===== src/rtl/mem_port_arbiter.sv =====
// Arbitrates one single-ported memory between fetch and load/store ports.
// Data port wins ties; fetches can be flushed; a watchdog aborts hung accesses.
module mem_port_arbiter #(
    parameter int AW      = 32,
    parameter int DW      = 32,
    parameter int TIMEOUT = 255
) (
    input  logic          clk_i,
    input  logic          rst_i,
    input  logic          if_req_i,
    input  logic [AW-1:0] if_addr_i,
    input  logic          if_flush_i,
    output logic [DW-1:0] if_rdata_o,
    output logic          if_ack_o,
    input  logic          dm_req_i,
    input  logic          dm_we_i,
    input  logic [AW-1:0] dm_addr_i,
    input  logic [DW-1:0] dm_wdata_i,
    input  logic [2:0]    dm_type_i,
    output logic [DW-1:0] dm_rdata_o,
    output logic          dm_ack_o,
    output logic          bus_err_o,
    output logic          mem_req_o,
    output logic          mem_we_o,
    output logic [AW-1:0] mem_addr_o,
    output logic [DW-1:0] mem_wdata_o,
    output logic [2:0]    mem_type_o,
    input  logic [DW-1:0] mem_rdata_i,
    input  logic          mem_ready_i
);

    typedef enum logic [1:0] {
        IDLE,
        BUSY_IF,
        BUSY_DM,
        DRAIN
    } state_t;

    // Counter only needs to reach TIMEOUT-1; the edge after that aborts.
    localparam int WW = (TIMEOUT > 2) ? $clog2(TIMEOUT) : 1;
    localparam logic [WW-1:0] WD_LAST = WW'(TIMEOUT - 1);
    localparam logic [2:0] TYPE_WORD = 3'b010;

    state_t        state_q, state_d;
    logic [WW-1:0] wdog_q, wdog_d;
    logic          mem_req_q, mem_req_d;
    logic          mem_we_q, mem_we_d;
    logic [AW-1:0] mem_addr_q, mem_addr_d;
    logic [DW-1:0] mem_wdata_q, mem_wdata_d;
    logic [2:0]    mem_type_q, mem_type_d;
    logic          if_ack_q, if_ack_d;
    logic [DW-1:0] if_rdata_q, if_rdata_d;
    logic          dm_ack_q, dm_ack_d;
    logic [DW-1:0] dm_rdata_q, dm_rdata_d;
    logic          bus_err_q, bus_err_d;
    logic          wd_hit;

    assign wd_hit = (wdog_q == WD_LAST);

    // State, watchdog and every registered output.
    always_ff @(posedge clk_i or posedge rst_i) begin
        if (rst_i) begin
            state_q     <= IDLE;
            wdog_q      <= '0;
            mem_req_q   <= 1'b0;
            mem_we_q    <= 1'b0;
            mem_addr_q  <= '0;
            mem_wdata_q <= '0;
            mem_type_q  <= '0;
            if_ack_q    <= 1'b0;
            if_rdata_q  <= '0;
            dm_ack_q    <= 1'b0;
            dm_rdata_q  <= '0;
            bus_err_q   <= 1'b0;
        end else begin
            state_q     <= state_d;
            wdog_q      <= wdog_d;
            mem_req_q   <= mem_req_d;
            mem_we_q    <= mem_we_d;
            mem_addr_q  <= mem_addr_d;
            mem_wdata_q <= mem_wdata_d;
            mem_type_q  <= mem_type_d;
            if_ack_q    <= if_ack_d;
            if_rdata_q  <= if_rdata_d;
            dm_ack_q    <= dm_ack_d;
            dm_rdata_q  <= dm_rdata_d;
            bus_err_q   <= bus_err_d;
        end
    end

    // Next-state: grant, completion, flush and watchdog abort.
    always_comb begin
        state_d     = state_q;
        mem_req_d   = mem_req_q;
        mem_we_d    = mem_we_q;
        mem_addr_d  = mem_addr_q;
        mem_wdata_d = mem_wdata_q;
        mem_type_d  = mem_type_q;
        if_ack_d    = 1'b0;
        if_rdata_d  = '0;
        dm_ack_d    = 1'b0;
        dm_rdata_d  = '0;
        bus_err_d   = 1'b0;

        unique case (state_q)
            IDLE: begin
                if (dm_req_i) begin
                    state_d     = BUSY_DM;
                    mem_req_d   = 1'b1;
                    mem_we_d    = dm_we_i;
                    mem_addr_d  = dm_addr_i;
                    mem_wdata_d = dm_wdata_i;
                    mem_type_d  = dm_type_i;
                end else if (if_req_i && !if_flush_i) begin
                    state_d     = BUSY_IF;
                    mem_req_d   = 1'b1;
                    mem_we_d    = 1'b0;
                    mem_addr_d  = if_addr_i;
                    mem_wdata_d = '0;
                    mem_type_d  = TYPE_WORD;
                end
            end
            BUSY_IF: begin
                if (mem_ready_i) begin
                    state_d   = IDLE;
                    mem_req_d = 1'b0;
                    mem_we_d  = 1'b0;
                    if (!if_flush_i) begin
                        if_ack_d   = 1'b1;
                        if_rdata_d = mem_rdata_i;
                    end
                end else if (wd_hit) begin
                    // A flush coinciding with the abort cancels the ack.
                    state_d   = IDLE;
                    mem_req_d = 1'b0;
                    mem_we_d  = 1'b0;
                    if (!if_flush_i) begin
                        if_ack_d  = 1'b1;
                        bus_err_d = 1'b1;
                    end
                end else if (if_flush_i) begin
                    state_d = DRAIN;
                end
            end
            BUSY_DM: begin
                if (mem_ready_i) begin
                    state_d    = IDLE;
                    mem_req_d  = 1'b0;
                    mem_we_d   = 1'b0;
                    dm_ack_d   = 1'b1;
                    dm_rdata_d = mem_we_q ? '0 : mem_rdata_i;
                end else if (wd_hit) begin
                    state_d   = IDLE;
                    mem_req_d = 1'b0;
                    mem_we_d  = 1'b0;
                    dm_ack_d  = 1'b1;
                    bus_err_d = 1'b1;
                end
            end
            DRAIN: begin
                if (mem_ready_i || wd_hit) begin
                    state_d   = IDLE;
                    mem_req_d = 1'b0;
                    mem_we_d  = 1'b0;
                end
            end
            default: begin
                state_d   = IDLE;
                mem_req_d = 1'b0;
                mem_we_d  = 1'b0;
            end
        endcase

        if (state_d != state_q) begin
            wdog_d = '0;
        end else if (state_q != IDLE && !mem_ready_i) begin
            wdog_d = wdog_q + 1'b1;
        end else begin
            wdog_d = wdog_q;
        end
    end

    assign mem_req_o   = mem_req_q;
    assign mem_we_o    = mem_we_q;
    assign mem_addr_o  = mem_addr_q;
    assign mem_wdata_o = mem_wdata_q;
    assign mem_type_o  = mem_type_q;
    assign if_ack_o    = if_ack_q;
    assign if_rdata_o  = if_rdata_q;
    assign dm_ack_o    = dm_ack_q;
    assign dm_rdata_o  = dm_rdata_q;
    assign bus_err_o   = bus_err_q;

endmodule


===== config.mk =====
export PLATFORM = sky130hd
export DESIGN_NAME = mem_port_arbiter
export DESIGN_NICKNAME = d
export VERILOG_FILES = /design/src/rtl/mem_port_arbiter.sv
export SDC_FILE = /design/constraint.sdc
export NUM_CORES = 1
export LEC_CHECK = 0
export ABC_AREA = 1
export BUFFER_PORTS_ARGS = -buffer_cell sky130_fd_sc_hd__buf_2
export CAP_MARGIN = 25
export CORE_MARGIN = 2
export CORE_UTILIZATION = 50
export DETAILED_ROUTE_END_ITERATION = 10
export PLACE_DENSITY_LB_ADDON = 0.3
export RECOVER_POWER = 25
export SLEW_MARGIN = 20
export SYNTH_ARGS = -nofsm -noshare
export SYNTH_HDL_FRONTEND = slang
export SYNTH_SLANG_ARGS = --single-unit

===== constraint.sdc =====
create_clock -name clk_i -period 12.9 [get_ports clk_i]
set_clock_uncertainty 0.05 [all_clocks]
set_input_delay 1.29 -clock clk_i [delete_from_list [all_inputs] [get_ports clk_i]]
set_output_delay 1.29 -clock clk_i [all_outputs]
set_load 0.1 [all_outputs]

# --- After elaboration in Yosys (flattened, before gate mapping) ---
# Index checks and enable logic that the tools add are counted.
op_classes:
  add_sub_neg: 1
  multipliers: 0
  div: 0
  n_lt_le_gt_ge: 0
  n_eq_ne: 8
  n_shift: 0
  mux: 42
  n_bitwise: 0
  n_reduce_logical: 12
ops:
  columns: ["operator", "n"]
  rows:
  - ["2-to-1 mux 32 bit", 10]
  - ["2-to-1 mux 1 bit", 16]
  - ["2-to-1 mux 2 bit", 8]
  - ["2-to-1 mux 8 bit", 2]
  - ["adder 8 x 1 -> 8 bit (second input constant)", 1]
  - ["equality test 8 bit (second input constant)", 1]
  - ["case mux 2 bit (4 select lines)", 1]
  - ["2-to-1 mux 3 bit", 2]
  - ["case mux 1 bit (3 select lines)", 2]
  - ["nonzero test 2 bit", 3]
  - ["equality test 2 bit (second input constant)", 2]
  - ["!= test 3 x 1 -> 1 bit (second input constant)", 1]
  - ["!= test 3 bit (second input constant)", 1]
  - ["AND reduction 3 bit", 1]
  - ["equality test 2 x 1 -> 1 bit (second input constant)", 1]
  - ["logical AND 1 bit", 2]
  - ["zero test 1 bit", 2]
  - ["zero test 2 bit", 1]
  - ["!= test 2 bit", 1]
  - ["!= test 2 bit (second input constant)", 1]
  - ["case mux 1 bit (2 select lines)", 1]
  - ["AND reduction 2 bit", 1]
  - ["OR reduction 2 bit", 1]
  - ["logical OR 1 bit", 1]
totals:
  register_bits: 146
  latch_bits: 0
  ram_bits: 0
  romBits: 0
  inputBits: 138
  output_inout_bits: 136
  n_memories: 0

# --- Depth between registers and ports, before layout ---
logic_depth:
  depth_word: 7
  ltp_mapped: 11
  ltp_nobuf: 11

# --- Worst setup path before layout ---
# No wires, ideal clock.
synth_timing:
  path_kind: "in2reg"
  from: "input dm_req_i"
  to: "register mem_type_q[1] (netlist: mem_type_o[1])"
  setup_ps: 123
  arrival_time_ps: 2167
  setup_slack_ps: 10560
  path_stages: 8
  path_cell_list: "buf_4 -> inv_2 -> nand2_1 -> nand2_2 -> inv_2 -> buf_6 -> buf_4 -> o22a_1"
synth_between:
  elab_chain_cells: 2
  word_cells_on_any_way: 3
  classes_between: "1 x mux; 2 x reduce/logical"
synth_rtl:
  columns: ["item", "line_no", "source"]
  rows:
  - ["start: declaration", "15", "input logic dm_req_i,"]
  - ["nonzero test 2 bit (no line)", null, null]
  - ["AND reduction 2 bit (no line)", null, null]
  - ["end signal: assignment", "82", "mem_type_q <= mem_type_d;"]
  - ["end: declaration", "50", "logic [2:0] mem_type_q, mem_type_d;"]
# Several ways; a longest one is shown, not always the timed one.
# A chain may end at the register's enable or synchronous reset.

# --- Worst setup path after layout ---
layout_timing:
  from: "input mem_ready_i"
  to: "register wdog_q[6]"
layout_between:
  elab_chain_cells: 5
  word_cells_on_any_way: 10
  classes_between: "1 x eq/ne; 5 x mux; 4 x reduce/logical"
layout_rtl:
  columns: ["item", "line_no", "source"]
  rows:
  - ["start: declaration", "29", "input logic mem_ready_i"]
  - ["logical OR 1 bit", "161", "if (mem_ready_i || wd_hit) begin"]
  - ["2-to-1 mux 2 bit", "161", null]
  - ["case mux 2 bit (4 select lines) *", "105", "unique case (state_q)"]
  - ["net state_d[1]", "44", "state_t state_q, state_d;"]
  - ["!= test 2 bit *", "174", "if (state_d != state_q) begin"]
  - ["2-to-1 mux 8 bit or nonzero test 2 bit (tied branches)", null, null]
  - ["end signal: assignment", "77", "wdog_q <= wdog_d;"]
  - ["end: declaration", "45", "logic [WW-1:0] wdog_q, wdog_d;"]
# The timed path passes the listed nets; every way through them passes the cells marked *.

==> results.md <==
| Result | Value |
| --- | --- |
| Final setup TNS | 0 ns |
| I/O pin cnt | 274 |
| Max-slew headroom | -173.4% |
| Cells on worst reg2reg path | 6 |
| Area grow syn2layout | 35.89% |
| Worst endpoint data arrival time | 4.47 ns |
| Number of global-route vias before repair | 4718 |
| Worst-path clk slew | 0.06 ns |
| FMAX | 239.8 MHz |
| Drt pass-1 iters | 6 |
| Weighted congestion reported at the end of routability-driven placement | 0.8254 |
| Endpoint of the most critical setup path | wdog_q[6]$_DFFE_PP0P_ |
| Dominant delay contributor by cell family on the critical path | buffers and inverters |
| Combined flip-flop and latch cell area | 0.003654 mm² |
| Filler Cells Inserted | 834 |
| Area used by multi-input combinational logic | 0.001650 mm² |
| Clock buffers created by TritonCTS | 17 |
| Die extent in y | 110.2 µm |
| Endpoint of the most critical register-to-register path | mem_addr_o[10]$_DFFE_PP0P_ |
| Total wire length after detailed routing | 15330 µm |
| Setup Fix Bufs, Post-CTS | 0 |
| Initial cell density of the core | 51.61% |
| Site Rows | 38 |
| Area share of the leading cell type in the synthesized netlist | 64.73% |
| Detailed-route via count | 4959 |
| Part of the cycle the worst path needs | 32.33% |
| Least-Margin Pin Slew | 4.079 ns |
| Worst min path class | reg2reg |
| Global route overflow | 0 |
| Largest cells by area after synthesis | sky130_fd_sc_hd__dfrtp_1 (65%), sky130_fd_sc_hd__nand2_1 (6.3%), sky130_fd_sc_hd__nor3_1 (5.7%) |
| Setup repair after global routing missed its margin | false |
| Total of warnings raised by yosys | 0 |
| Flop and latch count out of synthesis | 146 |
| Largest area contributor in the netlist | sky130_fd_sc_hd__dfrtp_1 |
| Commonest cells in the netlist | sky130_fd_sc_hd__dfrtp_1 (146), sky130_fd_sc_hd__nand2_1 (95), sky130_fd_sc_hd__nor3_1 (64) |
| Share of layout cells above drive strength 1 | 40.15% |
| DR DRC count | 0 |
| Cell at the root of the clock tree | sky130_fd_sc_hd__clkbuf_16 |
| Unique masters post-synth | 29 |
| Total global routing track utilization | 25.07% |
| Per-cell routed wire length | 16.08 µm |
| Crit path time final | 4.170 ns |
| Category of the worst setup path capture point | flip-flop |
| Gate count after technology mapping | 537 |
| Worst path buffer plus inverter count | 3 |
| Count of endpoints failing setup in the final report | 0 |
| Hold violation total from the final report | 0 |
| Initial DRC Count | 504 |
| Peak fanout along the critical path | 66 |
| Sequential share of the synthesized area | 64.73% |
| Critical Path RT | 13.20 ns |
| Max stage delay cell, worst path | sky130_fd_sc_hd__clkbuf_1 |
| Crit. path cell count | 9 |
| Final hold slack | 0.4171 ns |
| Reg-to-reg critical path startpoint | state_q[1]$_DFF_PP0_ |
| Post-DR vias/cell | 5.204 |
| Synth Area per Inst | 10.51 µm² |
| Num Clock Sinks | 146 |
| Quantity of I/O buffers inserted on ports | 273 |
| Post-cts repair resize count | 0 |
| Area of the core | 0.01094 mm² |
| R2R Setup Slk | 10.19 ns |
| Fin nets | 943 |
| Maximum root-to-sink buffer count | 2 |
| Crit path launch | mem_ready_i |
| Count of nets left with antenna violations after detail routing | 0 |
| Category of the critical setup timing path | in2reg |
| Count of maximum capacitance violations | 2 |
| Antenna violations before repair | 1 |
| Final number of max-transition violations | 164 |
| Clock latency on the worst-skew pair | 0.42 ns |
| Maximum number of pins on one net before global-route repair | 97 |
| Htree depth | 4 |
| Global-route wire length before repair | 22920 µm |
| Cell with the most instances after synthesis | sky130_fd_sc_hd__dfrtp_1 |
| Die X-Extent | 110.2 µm |
| Synthesized cell area | 0.005644 mm² |
| Critical path's most frequent cell | sky130_fd_sc_hd__nand2_1 |
| Cts hold-fix bufs | 0 |
| Element type at the critical path start | primary input |
| Run status | complete, but fails checks |
| Die area | 0.01215 mm² |
| Crit path largest cell delay | 1.91 ns |
| Synth Net Count | 681 |
| Clock tree from TritonCTS | yes |
| Number of enable-type register cells in the synthesized netlist | 0 |
| Prevailing post-synth register cell | sky130_fd_sc_hd__dfrtp_1 |
| Failing checks | capacitance limit, slew limit |
| Cells traversed along the worst timing path | clkbuf_1, clkinv_1, clkbuf_1, nand2_1, o21ai_2, nand2_1, nand2_1, nand2_4, nor2_2 |
| Half-perimeter wire length after placement | 10650 µm |
| Asr flop ratio synth | 100.0% |
==> area by class of cell <==
cell class | instances | share of cell area [%]
multi-input cells | 308 | 21.52
well taps | 140 | 2.284
flip-flops and latches | 146 | 47.63
inverters | 49 | 2.414
clock inverters | 14 | 1.892
repair buffers | 277 | 18.50
clock buffers | 18 | 5.726
diodes | 1 | 0.03263
==> worst min path at each step <==
stage,cells past startpoint,endpoint,from
6_report,2,mem_req_o$_DFFE_PP0P_,mem_req_o$_DFFE_PP0P_
5_1_grt,1,mem_wdata_o[18]$_DFFE_PP0P_,mem_wdata_o[18]$_DFFE_PP0P_
4_1_cts,2,mem_req_o$_DFFE_PP0P_,mem_req_o$_DFFE_PP0P_
3_5_place_dp,2,mem_req_o$_DFFE_PP0P_,mem_req_o$_DFFE_PP0P_
3_3_place_gp,2,mem_req_o$_DFFE_PP0P_,mem_req_o$_DFFE_PP0P_
2_1_floorplan,2,wdog_q[7]$_DFFE_PP0P_,wdog_q[7]$_DFFE_PP0P_
==> metrics by stage <==
step | instances | area (µm²) | utilization (%) | worst slack, ns
after detailed placement | 920 | 7092 | 64.85 | 8.732
after CTS | 952 | 7676 | 70.19 | 9.187
after floorplan | 537 | 5644 | - | 7.637
after global routing | 953 | 7670 | 70.14 | 8.085
final | 953 | 7670 | 70.14 | 8.730
after global placement | 918 | 7049 | 64.46 | 8.880
==> layout by cell type, fill, tap and decap left out, types with 4 or more instances in the layout <==
| cell type | instances |
|---|---|
| sky130_fd_sc_hd__inv_1 | 42 |
| sky130_fd_sc_hd__xor2_1 | 6 |
| sky130_fd_sc_hd__buf_2 | 272 |
| sky130_fd_sc_hd__clkbuf_16 | 17 |
| sky130_fd_sc_hd__a31oi_1 | 33 |
| sky130_fd_sc_hd__nor2_1 | 40 |
| sky130_fd_sc_hd__nor2_2 | 9 |
| sky130_fd_sc_hd__inv_6 | 4 |
| sky130_fd_sc_hd__dfrtp_1 | 146 |
| sky130_fd_sc_hd__nand2_1 | 95 |
| sky130_fd_sc_hd__inv_2 | 5 |
| sky130_fd_sc_hd__nand3_1 | 6 |
| sky130_fd_sc_hd__nor3_1 | 64 |
| sky130_fd_sc_hd__a22o_1 | 34 |
| sky130_fd_sc_hd__ha_1 | 6 |
==> worst reg2reg max path: stages, from the launching register on <==
cell and delay (ns):
sky130_fd_sc_hd__dfrtp_1 0.43, sky130_fd_sc_hd__inv_1 0.16, sky130_fd_sc_hd__ha_1 0.33, sky130_fd_sc_hd__nand2_2 0.44, sky130_fd_sc_hd__inv_2 0.87, sky130_fd_sc_hd__nor2_1 0.11
sky130_fd_sc_hd__a31oi_1 0.23
==> registers in the layout, indices dropped and copies added, names as in the netlist <==
name,cells
mem_req_o,1
bus_err_o,1
mem_addr_o,32
dm_ack_o,1
wdog_q,8
if_ack_o,1
dm_rdata_o,32
mem_we_o,1
state_q,2
mem_type_o,3
mem_wdata_o,32
if_rdata_o,32
==> logic make-up (layout without fill, tap and decap cells) <==
group	Yosys count	in the layout	synth area share (%)
buffers and inverters	83	358	6.030
and+or+nand+nor	218	218	16.71
DFF	146	146	64.73
xor gates and xnor gates	7	7	1.086
other	0	1	0
AOI/OAI and AO/OA	77	77	10.11
adders and majority gates	6	6	1.330
==> routing by layer <==
metal  track usage (%)  vias to the layer above  routed length [µm]
li1                  -                     2307                   -
met1             30.07                     2385                5762
met2             42.51                      236                7994
met3             6.937                       31                1214
met4             10.80                        0                 355
met5                 0                        -                   0
Power is left out: the tool's default activity adds up to more than one toggle a clock period on the data nets, which glitch-free logic cannot reach.
